--- src/rtl/cla_pkg.sv ---
// Shared sizing helpers for the carry-lookahead adder.
// Groups are 4 bits; blocks are 4 groups (16 bits).
package cla_pkg;

  localparam int GROUP_W = 4;

  function automatic int num_groups(input int n);
    return (n + GROUP_W - 1) / GROUP_W;
  endfunction

  function automatic int num_blocks(input int n);
    return (num_groups(n) + GROUP_W - 1) / GROUP_W;
  endfunction

endpackage

--- src/rtl/cla_group4.sv ---
// 4-wide lookahead cell: internal carries plus group G/P.
// Used both on bit-level and on group-level g/p.
module cla_group4 (
  input  logic [3:0] g,
  input  logic [3:0] p,
  input  logic       c_in,
  output logic [2:0] carry,
  output logic       grp_g,
  output logic       grp_p
);

  assign carry[0] = g[0]
                  | (p[0] & c_in);

  assign carry[1] = g[1]
                  | (p[1] & g[0])
                  | (p[1] & p[0] & c_in);

  assign carry[2] = g[2]
                  | (p[2] & g[1])
                  | (p[2] & p[1] & g[0])
                  | (p[2] & p[1] & p[0] & c_in);

  assign grp_g = g[3]
               | (p[3] & g[2])
               | (p[3] & p[2] & g[1])
               | (p[3] & p[2] & p[1] & g[0]);

  assign grp_p = &p;

endmodule

--- src/rtl/cla_adder.sv ---
// Unsigned N-bit carry-lookahead adder, registered (N+1)-bit sum.
// Two-level lookahead inside 16-bit blocks, block-to-block ripple.
module cla_adder
  import cla_pkg::*;
#(
  parameter int N       = 3,
  parameter int GROUP_W = 4
) (
  input  logic         clk,
  input  logic         rst_n,
  input  logic         in_valid,
  input  logic [N-1:0] a,
  input  logic [N-1:0] b,
  output logic [N:0]   sum,
  output logic         out_valid
);

  localparam int NG = num_groups(N);
  localparam int NB = num_blocks(N);
  localparam int W  = NG * GROUP_W;

  logic [W-1:0]    ax;
  logic [W-1:0]    bx;
  logic [W-1:0]    g;
  logic [W-1:0]    p;
  logic [W:0]      c;
  logic [W:0]      s_full;
  logic [NB*4:0]   gc;
  logic [NB*4-1:0] grp_g;
  logic [NB*4-1:0] grp_p;
  logic [NB-1:0]   blk_g;
  logic [NB-1:0]   blk_p;
  logic            unused;

  // Zero padding kills any carry entering the pad bits.
  assign ax = W'(a);
  assign bx = W'(b);
  assign g  = ax & bx;
  assign p  = ax ^ bx;

  assign gc[0] = 1'b0;

  for (genvar j = 0; j < NG; j++) begin : g_grp
    cla_group4 u_grp (
      .g     (g[4*j +: 4]),
      .p     (p[4*j +: 4]),
      .c_in  (gc[j]),
      .carry (c[4*j+1 +: 3]),
      .grp_g (grp_g[j]),
      .grp_p (grp_p[j])
    );
    assign c[4*j] = gc[j];
  end

  for (genvar j = NG; j < NB*4; j++) begin : g_pad
    assign grp_g[j] = 1'b0;
    assign grp_p[j] = 1'b0;
  end

  for (genvar k = 0; k < NB; k++) begin : g_blk
    cla_group4 u_blk (
      .g     (grp_g[4*k +: 4]),
      .p     (grp_p[4*k +: 4]),
      .c_in  (gc[4*k]),
      .carry (gc[4*k+1 +: 3]),
      .grp_g (blk_g[k]),
      .grp_p (blk_p[k])
    );
    assign gc[4*k+4] = blk_g[k]
                     | (blk_p[k] & gc[4*k]);
  end

  assign c[W]   = gc[NG];
  assign s_full = {c[W], p ^ c[W-1:0]};

  assign unused = ^{s_full, gc};

  always_ff @(posedge clk) begin
    if (!rst_n) begin
      sum       <= '0;
      out_valid <= 1'b0;
    end else begin
      out_valid <= in_valid;
      if (in_valid) begin
        sum <= s_full[N:0];
      end
    end
  end

endmodule

--- config.mk ---
export PLATFORM = sky130hd
export DESIGN_NAME = cla_adder
export DESIGN_NICKNAME = d
export VERILOG_FILES = /design/src/rtl/cla_pkg.sv /design/src/rtl/cla_group4.sv /design/src/rtl/cla_adder.sv
export SDC_FILE = /design/constraint.sdc
export NUM_CORES = 1
export LEC_CHECK = 0
export BUFFER_PORTS_ARGS = -buffer_cell sky130_fd_sc_hd__buf_2
export CORE_AREA = 4 4 41 43
export DETAILED_ROUTE_END_ITERATION = 12
export DIE_AREA = 0 0 45 47
export PLACE_DENSITY_LB_ADDON = 0.05
export SYNTH_ARGS = -nofsm -noshare
export SYNTH_HDL_FRONTEND = slang
export SYNTH_SLANG_ARGS = --single-unit
--- constraint.sdc ---
create_clock -name clk -period 1.9 [get_ports clk]
set_clock_uncertainty 0.05 [all_clocks]
set_input_delay 0.38 -clock clk [delete_from_list [all_inputs] [get_ports clk]]
set_output_delay 0.38 -clock clk [all_outputs]
set_load 0.01 [all_outputs]
# Word-level counts from Yosys, hierarchy flattened
# Cells that the tools add are included.
[classes]
bitwise = 10
[ops]
columns = ["op", "count"]
rows = [
  ["$and A1 B1 Y1", 4],
  ["$xor A3 B4 Y4", 1],
  ["$and A3 B3 Y3", 1],
  ["$or A1 B1 Y1", 3],
  ["$xor A3 B3 Y3", 1],
]
[totals]
register_bits = 5
out_inout_bits = 5
elab_cells = 12

# Longest topological paths before layout
# Gate-level depths: netlist of the first run.
[depth]
depth_word = 5
depth_mapped = 6
mapped_depth_nobuf = 6

# Hierarchy
# Synthesis of the first run repeated with hierarchy kept, for this count alone.
[hier_totals]
hier_cells = 30
hier_area_um2 = 289.0
[by_module_without_submodules]
columns = ["mod", "n_inst", "cells_each", "area_each_um2", "seq_area_each_um2"]
rows = [
  ["cla_adder", 1, 21, 230.2, 100.1],
  ["cla_group4", 1, 9, 58.8, 0.0],
]

# Worst setup path after synthesis of the first run
# No wires, ideal clock.
[synth_timing]
path_kind = "input port to flip-flop"
startpoint = "input port a[0]"
endpoint = "register sum[1]"
t_arrival_ps = 1166
required_time_ps = 1734
slack_ps = 568
cell_stages = 5
path_buffers = 0
path_cell_list = "ha_1 inv_1 fa_1 nand2_1 o211a_1"
[synth_between]
elab_chain_len = 2
[synth_rtl]
columns = ["element", "line", "text"]
rows = [
  ["from (decl)", "cla_adder.sv:12", "input logic [N-1:0] a,"],
  ["$and A3 B3 Y3", "cla_adder.sv:38", "assign g = ax & bx;"],
  ["$xor A3 B4 Y4", "cla_adder.sv:74", "assign s_full = {c[W], p ^ c[W-1:0]};"],
  ["to (signal assigned)", "cla_adder.sv:85", "sum <= s_full[N:0];"],
  ["to (decl)", "cla_adder.sv:14", "output logic [N:0] sum,"],
]
# No other way between the ends.
# A chain may end at the register's enable or synchronous reset.

# Worst setup path after layout of the first run
# Ends and elaborated chain as after synthesis.

==> results of run 1 <==
[per-stage QoR]
step / hold WS [ps] / utilization (%)
detailed placement: 414 / 25.9
global route: 382 / 27.9
CTS: 367 / 27.9
finish: 379 / 27.9
global placement: 406 / 25.9
floorplan: 419 / -
[cells in the mapped netlist, drive strengths merged]
library cell | instances | area (um2)
nand2 | 3 | 11.3
nor2b | 1 | 6.26
dfxtp | 5 | 100
mux2i | 1 | 10.0
a21oi | 2 | 10.0
inv | 3 | 11.3
o21ai | 1 | 5.00
fa | 1 | 20.0
xnor2 | 1 | 8.76
o211a | 1 | 10.0
and2 | 1 | 7.51
a21o | 1 | 7.51
ha | 3 | 37.5
nand3b | 1 | 7.51
[kinds of logic after synthesis]
family	count (synthesis)
AOI/OAI and AO/OA	5
DFF	5
and+or+nand+nor	6
muxes	1
xor gates and xnor gates	1
adders and majority gates	4
buffers and inverters	3
[layer usage]
metal | share of wire, % | wire (um)
met1 | 44 | 251
met2 | 49 | 282
met3 | 6.3 | 36
met4 | 0.70 | 4
met5 | 0 | 0
[worst reg2reg max path: stages, from the launching register on]
cell and delay (ps):
dfxtp_1 300, o21ai_0 140, a21oi_1 50
[power by group through the flow]
stage	logic [mW]	clock network, mW	registers (mW)
6_report	0.0543	0.121	0.117
5_1_grt	0.0637	0.131	0.118
4_1_cts	0.0563	0.126	0.117
3_5_place_dp	0.0558	0	0.119
3_3_place_gp	0.0543	0	0.119
2_1_floorplan	0.0250	0	0.123
[layout by cell type, fill, tap and decap left out]
cell / instances
mux2i_1: 1
dfxtp_1: 5
buf_2: 13
a21oi_1: 2
xnor2_1: 1
ha_1: 3
clkbuf_1: 1
inv_1: 3
o21ai_0: 1
fa_1: 1
nor2b_1: 1
and2_2: 1
nand3b_1: 1
clkbuf_4: 3
a21o_1: 1
nand2_1: 3
o211a_1: 1
[worst paths after layout]
kind                             from                   to  depth (start not counted)
setup / recovery                 a[0]  sum[1]$_SDFFE_PN0P_                          6
hold / removal                  rst_n  sum[1]$_SDFFE_PN0P_                          2
setup reg to reg  sum[3]$_SDFFE_PN0P_  sum[3]$_SDFFE_PN0P_                          2
hold reg to reg   sum[2]$_SDFFE_PN0P_  sum[2]$_SDFFE_PN0P_                          2
[state kept, by name, summed over array words and instances (netlist names)]
signal and count:
sum 4, out_valid 1
[area by class of cell]
class                           count  area (um2)
Sequential cell                     5         100
Fill cell                         150         938
Clock buffer                        4        26.3
Multi-Input combinational cell     17         141
Timing Repair Buffer               13        65.1
Inverter                            3        11.3
Tap cell                           15        18.8
==> results.cfg, run 1 <==
[clock_tree]
ctsResizeCount = 0
cts.clk_slew.worst_paths_ps = 50
cts_made_buffers = 3
cts_tree = built
clockBufferDepth = 2
clock_latency_ps = 240
cts_hold_buf = 0
clockRootBuffer = clkbuf_4
post_cts_buffers = 0
cts.htree.levels = 1
numClockSinks = 5

[route]
drtPass1Iterations = 1
vias = 225
drtIter0Drc = 0
ant_nets = 0
wl_per_cell_um = 10.1
drt-total-wl_um = 574
avgViaCountPerCell = 3.95
drc_errors = 0

[timing]
worstMarginPinSlew_ps = 127
final.setup.tns_ps = 0
slew_viol_final = 0
layout_worst_path_cycle_share_pct = 65.0
relSlewSlack_pct = 91.3
fin_ws_ps = 665
rsz0062_at_grt = false
fin_crit_ps = 1230
finalSetupViolations = 0
hold_viol = 0
max_freq_ghz = 0.810

[setup_path]
worstSetupStartpointType = input pin
crit_fanout = 2
endpoint_kind = flop
crit_type = in -> reg
r2r_slack_ps = 1240
path_buf_inv = 2
crit_arrival_ps = 1370
cpMaxStageDelayCell = fa_1
cp_cell_sequence = buf_2 -> ha_1 -> inv_1 -> fa_1 -> nand2_1 -> o211a_1
cp_slowest_stage_delay_ps = 420
required_ps = 2040
crit_family = adder cells

[placement]
placed_area_um2 = 337
io_buffers = 13
dp_slack_ps = 407
dpl.cell_count = 53
dpl.hpwl_um = 499
place.gp.congestion = 0.654

[logic_synthesis]
yosys_register_bits = 5
synth_compound_area_share_pct = 12.9
synth_mux_area_share_pct = 3.96
yosys.cell_types.count = 14
avgSynthCellArea_um2 = 10.1
yosysWarningCount = 0
synth_top_family_by_area = adder cells
synth_area_um2 = 253
synth_nets = 38
synth-seq-area-share_pct = 39.6
synthSimpleGateAreaFrac_pct = 12.9
synth_fa_ha_area_share_pct = 22.8
synth_cells = 25
synthXorXnorAreaFrac_pct = 3.47

[floorplanning]
initial_core_util_pct = 19.4
die_x_um = 45
die_area_mm2 = 0.00212
rows = 13
design.portCount = 14
core_mm2 = 0.00130
die_h_um = 47

[global_route]
grt_max_degree = 8
gr-max-usage-layer = met2
grt_pass1_vias = 245
grt-ovfl-total = 0
grt_antenna_before_repair = 0
grt_use_total_pct = 6.96
gr-usage-met2_pct = 11.3
use_met1_pct = 6.62
use_met3_pct = 3.83
grt_first_pass_wirelength_um = 986

[finish]
final_cell_area_um2 = 363
antennaDiodeCount = 0
drive_gt1_share_pct = 40.5
syn_to_final_growth_pct = 43.6
nets = 56
finalNonFillerCells = 57

[power_and_ir_drop]
p_seq_share_pct = 40.1
p_total_mw = 0.292
switching_share_pct = 24.5
power.switching_mw = 0.0714
cellLeakagePower_nw = 0.203
clock_power_share_pct = 41.3
pwr-share-comb_pct = 18.6
cell_internal_pwr_mw = 0.220
p_per_area_mw_per_mm2 = 804
vdd.ir_drop.worst_mv = 0.369

[hold_path]
hold_class = in -> reg

[run_status]
status = complete, no violations

[flow_run]
maxCapViolations = 0
Power figures use the tool's default switching activity.
==> run 2, diff against run 1 <==
- ABC_AREA: not set -> 1
- clock period: 1.9 -> 1.1 ns (I/O delays scaled with it)
==> run 2 against run 1 <==
Against the previous run: synthesized area increased by 5.4%; worst hold slack lost 200 ps; die area unchanged; sequential cell count did not move; critical path depth down 1; clock power grew 73%; first-iteration DRC count increased by 2; combinational power up 80%; global-route usage is 0.55 points lower; utilization increased by 2.2 points; sequential power grew 73%; non-clock buffer count is the same; largest cell class unchanged.
==> results.cfg, run 2 <==
[clock_tree]
clockRootBuffer = clkbuf_4
clock_latency_ps = 240
numClockSinks = 5
cts.clk_slew.worst_paths_ps = 40
cts_tree = built
ctsResizeCount = 0
clockBufferDepth = 2
post_cts_buffers = 0
cts_hold_buf = 0
cts.htree.levels = 1
cts_made_buffers = 3

[route]
vias = 265
ant_nets = 0
drtPass1Iterations = 2
drc_errors = 0
drtIter0Drc = 2
avgViaCountPerCell = 3.96
drt-total-wl_um = 576
wl_per_cell_um = 8.60

[global_route]
grt_use_total_pct = 6.41
grt_antenna_before_repair = 0
grt_pass1_vias = 254
grt_first_pass_wirelength_um = 910
grt_max_degree = 9
grt-ovfl-total = 0

[timing]
fin_hold_ws_ps = 177
hold_viol = 0
layout_worst_path_cycle_share_pct = 88.2
fin_crit_ps = 970
worstMarginPinSlew_ps = 138
finalSetupViolations = 0
rsz0062_at_grt = false
relSlewSlack_pct = 90.7
fin_ws_ps = 130
max_freq_ghz = 1.03
slew_viol_final = 0

[floorplanning]
design.portCount = 14
die_x_um = 45
core_mm2 = 0.00130
die_area_mm2 = 0.00212
die_h_um = 47
rows = 13
initial_core_util_pct = 20.5

[logic_synthesis]
synth_ff_type = dfxtp_1
ys_top_cells_by_count = inv_1 (9), nand2_1 (7), dfxtp_1 (5)
yosys_register_bits = 5
ys_async_sr_fraction_pct = 0
synth_top_family_by_area = adder cells
synthXorXnorAreaFrac_pct = 0
synth_cells = 35
synth_mux_area_share_pct = 0
yosysTopAreaCell = dfxtp_1
synth_fa_ha_area_share_pct = 21.6
synth_nets = 48
synth_area_um2 = 267
synth-edff-count = 0
yosysWarningCount = 0
avgSynthCellArea_um2 = 7.61
yosysMostFrequentCell = inv_1
yosys.cell_types.count = 11
synth_compound_area_share_pct = 12.2
synthSimpleGateAreaFrac_pct = 16.0
ys_top_cells_by_area = dfxtp_1 (38%), ha_1 (14%), inv_1 (13%)
synth_top_cell_area_share_pct = 37.6
synth-seq-area-share_pct = 37.6

[finish]
nets = 66
syn_to_final_growth_pct = 46.9
finalNonFillerCells = 67
top_regs = sum x4, out_valid x1
fillers = 149
fin_util_pct = 30.1
layout_commonest_cell = buf_2
largest_reg_flops = 4
drive_gt1_share_pct = 36.5
antennaDiodeCount = 0
largest_register = sum
final_cell_mix = buf_2 (13), inv_1 (8), nand2_1 (7), dfxtp_1 (5)

[placement]
place.gp.congestion = 0.683
dpl.hpwl_um = 493
io_buffers = 13
dp_slack_ps = -131
dpl.cell_count = 63

[setup_path]
crit_fanout = 2
crit_arrival_ps = 1040
crit_type = in -> reg
endpoint_kind = flop
worstSetupStartpointType = input pin
required_ps = 1170

[power_and_ir_drop]
clock_power_share_pct = 41.2
switching_share_pct = 25.6
p_seq_share_pct = 39.6
pwr-share-comb_pct = 19.2
p_per_area_mw_per_mm2 = 1300
vdd.ir_drop.worst_mv = 0.663
power.switching_mw = 0.130
cell_internal_pwr_mw = 0.379
cellLeakagePower_nw = 0.225

[flow_run]
maxCapViolations = 0

[run_status]
status = complete, no violations

[hold_path]
hold_class = in -> reg
-- run 2: power by group through the flow --
stage / sequential (mW) / clock (mW) / combinational, mW
after floorplan: 0.212 / 0 / 0.0466
after global placement: 0.204 / 0 / 0.0982
after detailed placement: 0.205 / 0 / 0.100
after CTS: 0.202 / 0.220 / 0.101
after global routing: 0.204 / 0.229 / 0.113
final: 0.202 / 0.209 / 0.0975
-- run 2: worst paths after layout --
check | start | endpoint | slack, ps | depth (start not counted)
hold reg to reg | sum[1]$_SDFFE_PN0P_ | sum[1]$_SDFFE_PN0P_ | 450 | 2
setup reg to reg | sum[2]$_SDFFE_PN0P_ | sum[2]$_SDFFE_PN0P_ | 400 | 3
hold / removal | rst_n | out_valid$_SDFF_PN0_ | 180 | 3
setup / recovery | a[0] | sum[1]$_SDFFE_PN0P_ | 130 | 5
-- run 2: layer usage --
layer	GRT usage [%]	vias to the layer above	routed length, um
li1	-	141	-
met1	6.85	113	248
met2	9.32	11	247
met3	5.75	0	80
met4	1.75	0	0
met5	0	-	0
-- run 2: logic make-up (layout without fill, tap and decap cells) --
kind of cell / after synthesis / after routing
flops: 5 / 5
simple gates: 11 / 11
buf+inv: 9 / 26
compound gates: 6 / 6
fa+ha+maj: 4 / 4
-- run 2: worst max-delay path: stages --
cell     delay, ps
buf_2          100
ha_4           130
inv_2           30
fa_2           500
a21oi_1         60
-- run 2: through the flow --
stage / setup TNS [ps] / total power, mW / cell area (um2)
2_1_floorplan: 0 / 0.259 / 282
3_3_place_gp: -239 / 0.303 / 365
3_5_place_dp: -256 / 0.305 / 365
4_1_cts: 0 / 0.522 / 392
5_1_grt: 0 / 0.546 / 392
6_report: 0 / 0.509 / 392
-- run 2: layout make-up --
type,count,area [um2],share of cell area (%)
Multi-Input combinational cell,21,148,37.7
Sequential cell,5,100,25.6
Timing Repair Buffer,13,65.1,16.6
Inverter,9,33.8,8.63
Clock buffer,4,26.3,6.71
Tap cell,15,18.8,4.79
